<file path="src/rtl/sr_latch_nor_core_if.sv">
// Bundles the set/reset requests, flag clear and latch status outputs of sr_latch_nor_core.
// Latency: none (wires only).
// Backpressure: none; every field is sampled or driven on every clock edge.
interface sr_latch_nor_core_if #(
  parameter int WIDTH = 1,
  parameter int CNT_W = 8
);
  logic [WIDTH-1:0] S;
  logic [WIDTH-1:0] R;
  logic             clr_flags;
  logic [WIDTH-1:0] Q;
  logic [WIDTH-1:0] Qn;
  logic [WIDTH-1:0] invalid;
  logic [WIDTH-1:0] race;
  logic [CNT_W-1:0] inv_count;

  // Stimulus side: drives requests, observes latch state.
  modport master (
    output S, R, clr_flags,
    input  Q, Qn, invalid, race, inv_count
  );

  // Latch side: samples requests, drives latch state.
  modport slave (
    input  S, R, clr_flags,
    output Q, Qn, invalid, race, inv_count
  );
endinterface

</file>
<file path="src/rtl/sr_latch_nor_core.sv">
// Clocked multi-bit NOR SR latch with invalid-state detection, race flags and a saturating invalid counter.
// Latency: one cycle from S/R to Q/Qn/invalid; all outputs come straight from registers.
// Backpressure: none; requests are accepted on every edge once the reset release has propagated.
module sr_latch_nor_core #(
  parameter int WIDTH = 1,
  parameter int CNT_W = 8
) (
  input  logic                 clk,
  input  logic                 rst_n,
  sr_latch_nor_core_if.slave   bus
);

  // Encoding is {Q, Qn}, so the outputs are plain register bits.
  typedef enum logic [1:0] {
    ST_INV   = 2'b00,
    ST_RESET = 2'b01,
    ST_SET   = 2'b10
  } state_e;

  // Wide enough to hold the current count plus every bit entering at once.
  localparam int SUM_W = CNT_W + $clog2(WIDTH + 1) + 1;
  localparam logic [SUM_W-1:0] CNT_MAX = {{(SUM_W-CNT_W){1'b0}}, {CNT_W{1'b1}}};

  state_e           st_q [WIDTH];
  state_e           st_d [WIDTH];
  logic [WIDTH-1:0] race_q, race_d;
  logic [CNT_W-1:0] cnt_q, cnt_d;
  logic [WIDTH-1:0] enter;
  logic [WIDTH-1:0] race_evt;
  logic [SUM_W-1:0] sum;
  logic             rel_q;

  // Retime reset release: rel_q rises on the first edge after rst_n, state moves on the second.
  always_ff @(posedge clk or negedge rst_n) begin
    if (!rst_n) rel_q <= 1'b0;
    else        rel_q <= 1'b1;
  end

  // Per-bit NOR-latch next state; S=R=0 out of INVALID resolves to RESET and flags a race.
  always_comb begin
    enter    = '0;
    race_evt = '0;
    for (int i = 0; i < WIDTH; i++) begin
      st_d[i] = st_q[i];
      unique case ({bus.S[i], bus.R[i]})
        2'b10:   st_d[i] = ST_SET;
        2'b01:   st_d[i] = ST_RESET;
        2'b11:   st_d[i] = ST_INV;
        default: begin
          if (st_q[i] == ST_INV) begin
            st_d[i]     = ST_RESET;
            race_evt[i] = 1'b1;
          end
        end
      endcase
      enter[i] = (st_q[i] != ST_INV) && (st_d[i] == ST_INV);
    end
  end

  // Flag and counter update; clr_flags overrides any event in the same cycle.
  always_comb begin
    sum = {{(SUM_W-CNT_W){1'b0}}, cnt_q};
    for (int i = 0; i < WIDTH; i++) begin
      sum = sum + {{(SUM_W-1){1'b0}}, enter[i]};
    end
    cnt_d  = (sum > CNT_MAX) ? {CNT_W{1'b1}} : sum[CNT_W-1:0];
    race_d = race_q | race_evt;
    if (bus.clr_flags) begin
      cnt_d  = '0;
      race_d = '0;
    end
  end

  // State registers; reset discards everything, including an INVALID bit, without raising race.
  always_ff @(posedge clk or negedge rst_n) begin
    if (!rst_n) begin
      for (int i = 0; i < WIDTH; i++) st_q[i] <= ST_RESET;
      race_q <= '0;
      cnt_q  <= '0;
    end else if (rel_q) begin
      st_q   <= st_d;
      race_q <= race_d;
      cnt_q  <= cnt_d;
    end
  end

  // Decode registered state onto the outputs.
  always_comb begin
    bus.Q       = '0;
    bus.Qn      = '0;
    bus.invalid = '0;
    for (int i = 0; i < WIDTH; i++) begin
      bus.Q[i]       = st_q[i][1];
      bus.Qn[i]      = st_q[i][0];
      bus.invalid[i] = (st_q[i] == ST_INV);
    end
  end

  assign bus.race      = race_q;
  assign bus.inv_count = cnt_q;

endmodule

</file>
<file path="src/flat_wrapper.sv">
// flat-port wrapper written by rule: the top's interface ports become plain ports
module sr_latch_nor_core_flat 
#(
  parameter int WIDTH = 1,
  parameter int CNT_W = 8
)
  (clk, rst_n, bus_S, bus_R, bus_clr_flags, bus_Q, bus_Qn, bus_invalid, bus_race, bus_inv_count);
  sr_latch_nor_core_if #(.WIDTH(WIDTH), .CNT_W(CNT_W)) bus_i ();
  input  logic clk;
  input  logic rst_n;
  input wire logic [$bits(bus_i.S)-1:0] bus_S;
  input wire logic [$bits(bus_i.R)-1:0] bus_R;
  input wire logic [$bits(bus_i.clr_flags)-1:0] bus_clr_flags;
  output wire logic [$bits(bus_i.Q)-1:0] bus_Q;
  output wire logic [$bits(bus_i.Qn)-1:0] bus_Qn;
  output wire logic [$bits(bus_i.invalid)-1:0] bus_invalid;
  output wire logic [$bits(bus_i.race)-1:0] bus_race;
  output wire logic [$bits(bus_i.inv_count)-1:0] bus_inv_count;
  assign bus_i.S = bus_S;
  assign bus_i.R = bus_R;
  assign bus_i.clr_flags = bus_clr_flags;
  assign bus_Q = bus_i.Q;
  assign bus_Qn = bus_i.Qn;
  assign bus_invalid = bus_i.invalid;
  assign bus_race = bus_i.race;
  assign bus_inv_count = bus_i.inv_count;
  sr_latch_nor_core #(.WIDTH(WIDTH), .CNT_W(CNT_W)) u_core (.clk(clk), .rst_n(rst_n), .bus(bus_i));
endmodule
</file>
<file path="config.mk">
export PLATFORM = sky130hd
export DESIGN_NAME = sr_latch_nor_core_flat
export DESIGN_NICKNAME = d
export VERILOG_FILES = /design/src/rtl/sr_latch_nor_core_if.sv /design/src/rtl/sr_latch_nor_core.sv /design/src/flat_wrapper.sv
export SDC_FILE = /design/constraint.sdc
export NUM_CORES = 1
export LEC_CHECK = 0
export BUFFER_PORTS_ARGS = -buffer_cell sky130_fd_sc_hd__buf_4
export CAP_MARGIN = 30
export CORE_MARGIN = 1
export CORE_UTILIZATION = 49
export CTS_CLUSTER_DIAMETER = 150
export CTS_CLUSTER_SIZE = 8
export DETAILED_ROUTE_END_ITERATION = 10
export MAX_ROUTING_LAYER = met4
export PLACE_DENSITY = 0.75
export SKIP_LAST_GASP = 1
export SLEW_MARGIN = 20
export SYNTH_ARGS = -nofsm -noshare
export SYNTH_HDL_FRONTEND = slang
export SYNTH_SLANG_ARGS = --single-unit
</file>
<file path="constraint.sdc">
create_clock -name clk -period 1.93 [get_ports clk]
set_clock_uncertainty 0.05 [all_clocks]
set_input_delay 0.0965 -clock clk [delete_from_list [all_inputs] [get_ports clk]]
set_output_delay 0.0965 -clock clk [all_outputs]
set_load 0.05 [all_outputs]
</file>
==> key figures <==
Floorplan
  – # IOs: 17
  – Total core area: ~1200 µm²
  – Initial core utilization: 0.563
  – Cell Rows: 12
  – Full die area: roughly 1500 µm²
  – Die Span Y: between 30 and 40 µm
  – DIE WIDTH: 38.7 µm

Global route
  – Largest net degree at the start of global routing: 14
  – GR Util met1: 0.299
  – First-pass GRT wire length: roughly 2.2 mm
  – Most Crowded Layer GR: met2
  – Routing usage on met3: 0.0520
  – GR Util met2: 0.317
  – GRT overflow: 0
  – Vias in the first global route: just under 500
  – Initial antenna violation count: 0
  – Total GRT Usage: 0.230

CTS
  – Post-cts gate resize count: 0
  – Clock sink count: 12
  – Worst-Skew Late Latency: roughly 0.27 ns
  – Clock transition at path regs: about 0.080 ns
  – H-Tree Level Count: 1
  – CTS tree: built
  – Clk buf depth: 2
  – Root buf cell: clkbuf_4
  – Num CTS Buffers: 3

Layout
  – Area Overhead vs Synth: 32.1%
  – Fillers: 80
  – Final instance area: between 800 and 900 µm²
  – Ant. Diodes: 0
  – Fin nets: 96
  – Layout cell share with drive strength beyond 1: 0.375

Yosys
  – Register bit total from synthesis: 12
  – Post-Syn Area: ~660 µm²
  – Synth unique cells: 28
  – Post-synthesis sequential area ratio: 0.457
  – Post-Syn Nets: 75
  – Synth warn: 0
  – Syn Area/Cell: roughly 9.7 µm²
  – Synth Instances: 68

Worst setup path
  – Worst endpoint data arrival time: between 1.5 and 2 ns
  – CP max FO: 5
  – R2r endpoint: u_core.bus.inv_count[7]
  – Setup slack, reg-to-reg: around 0.11 ns
  – CP Capture Type: register
  – FF-to-FF Start: u_core.st_q[0]
  – Required @ worst endpoint: a little over 2 ns
  – R2R depth: 6
  – Critical path class: reg2reg
  – Startpoint types: register

STA
  – Final Hold Fails: 0
  – Setup WS post-layout: 0.107 ns
  – Setup tns final: 0 ns
  – Period utilisation layout: 0.944
  – Final setup fails: 0
  – Max-slew violation count: 0
  – Hold_ws: 0.0412 ns
  – Unrepaired setup endpoints after global routing: false
  – Final Critical Period: roughly 1.8 ns
  – Fmax: around 550 MHz

Worst hold path
  – Critical hold path startpoint: bus_clr_flags
  – HP Class: in2reg
  – Hold endpoint: u_core.bus.inv_count[4]
  – Min-Delay Path Depth: 3

Pwr
  – Worst VDD drop: ~0.00062 V
  – Pwr per Cell Area: between 700 and 800 nW/µm²
  – Leak: between 0.4 and 0.5 nW

Route
  – Via count: 578
  – TritonRoute pass-1 iters: 4
  – 1st-iter DRT viols: 12
  – Final WL: roughly 1.4 mm
  – Via/cell ratio: ~5.7
  – Routed Antenna Nets: 0
  – Post-route DRC violation count: 0
  – WL/cell: between 10 and 15 µm

Placed design
  – GP Congestion: about 0.77
  – Pre-CTS setup slack: approximately 0.11 ns
  – Port bufs: 16
  – Dpl hpwl: ~930 µm
  – Placed Area: 805 µm²

Run status
  – Status: completed

Run
  – Max-cap check violation count: 0
[area by class of cell]
class                           count  area (µm²)  share of cell area
Multi-Input combinational cell     50         349               0.401
Sequential cell                    12         303               0.348
Timing Repair Buffer               20         158               0.181
Clock buffer                        4        36.3              0.0417
Tap cell                           14        17.5              0.0201
Inverter                            2        7.51             0.00862
[cells in the mapped netlist]
cell / instances / area [µm²]
nand2b_1: 1 / 6.26
or4_1: 1 / 7.51
dfstp_2: 1 / 26.3
buf_2: 1 / 5.00
nand3_2: 1 / 10.0
dfrtp_1: 11 / 275
ha_1: 2 / 25.0
nor2_1: 8 / 30.0
a311oi_2: 1 / 15.0
a31oi_1: 4 / 25.0
inv_1: 2 / 7.51
a211oi_1: 2 / 15.0
o211a_1: 1 / 10.0
a311oi_1: 1 / 8.76
a21oi_1: 8 / 40.0
and2_1: 2 / 12.5
o31ai_1: 1 / 7.51
o21bai_1: 1 / 7.51
and4_1: 1 / 8.76
buf_6: 1 / 11.3
nand4_4: 1 / 21.3
nand2_1: 6 / 22.5
nand3_1: 1 / 5.00
conb_1: 1 / 3.75
and3_1: 3 / 18.8
clkbuf_1: 2 / 7.51
a41oi_1: 1 / 8.76
a31o_2: 2 / 17.5
[layout by cell type (no fill, tap or decap), types with 2 or more instances in the layout]
cell           synthesis  routed
and3_1                 3       3
clkbuf_4               0       3
dfrtp_1               11      10
nand2_1                6       6
a211oi_2               0       2
a31o_2                 2       2
nor2_1                 8       6
buf_4                  0      17
dlygate4sd3_1          0       3
and2_1                 2       2
a21oi_1                8       8
a31oi_1                4       4
inv_1                  2       2
[what timing repair did]
item	CTS	global route
endpoints found under the hold margin	14	0
setup buffers	0	0
hold buffers	3	0
[per-stage QoR]
stage | util | std cells | power (mW)
floorplan | - | 68 | 0.382
global placement | 0.687 | 95 | 0.425
detailed placement | 0.687 | 95 | 0.426
CTS | 0.744 | 102 | 0.633
global route | 0.744 | 102 | 0.657
finish | 0.744 | 102 | 0.627
[registers in the layout, indices dropped and copies added, names as in the netlist]
signal and count:
u_core.st_q 2, u_core.bus.race 1, u_core.bus.inv_count 8, u_core.rel_q 1
[worst max-delay path, stage by stage, from the launching register on]
cell and delay, ns:
dfstp_2 0.56, nor2_4 0.05, nor2_2 0.10, ha_2 0.23, nand2_1 0.08, or4_1 0.41, o211a_1 0.23
[per-layer routing]
layer  share of wire  routed length, µm
met5               0                  0
met3           0.047                 66
met1            0.47                658
met2            0.45                630
met4           0.026                 36
[how the worst max path moves through the flow]
stage,start,endpoint
finish,u_core.st_q[0],u_core.bus.inv_count[7]
global route,u_core.st_q[0],u_core.bus.inv_count[3]
CTS,u_core.st_q[0],u_core.bus.inv_count[7]
detailed placement,u_core.st_q[0],u_core.bus.inv_count[7]
global placement,u_core.st_q[0],u_core.bus.inv_count[7]
floorplan,u_core.st_q[0],u_core.bus.inv_count[7]
[power by group]
group	leakage, nW	internal (mW)	switching [mW]
clock network	0.0210	0.115	0.0859
registers	0.157	0.267	0.0188
logic	0.235	0.0493	0.0910
total	0.413	0.431	0.196
[kinds of logic (layout without fill, tap and decap cells)]
logic type               after synthesis  after routing  share of synthesized area
other                                  1              1                    0.00569
adder cells (fa/ha/maj)                2              2                     0.0379
AND/OR/NAND/NOR                       25             25                      0.216
flip-flops                            12             12                      0.457
buffers and inverters                  6             26                     0.0474
AO/OA/AOI/OAI                         22             22                      0.235
Note: power is estimated with default switching activity, not from simulation.
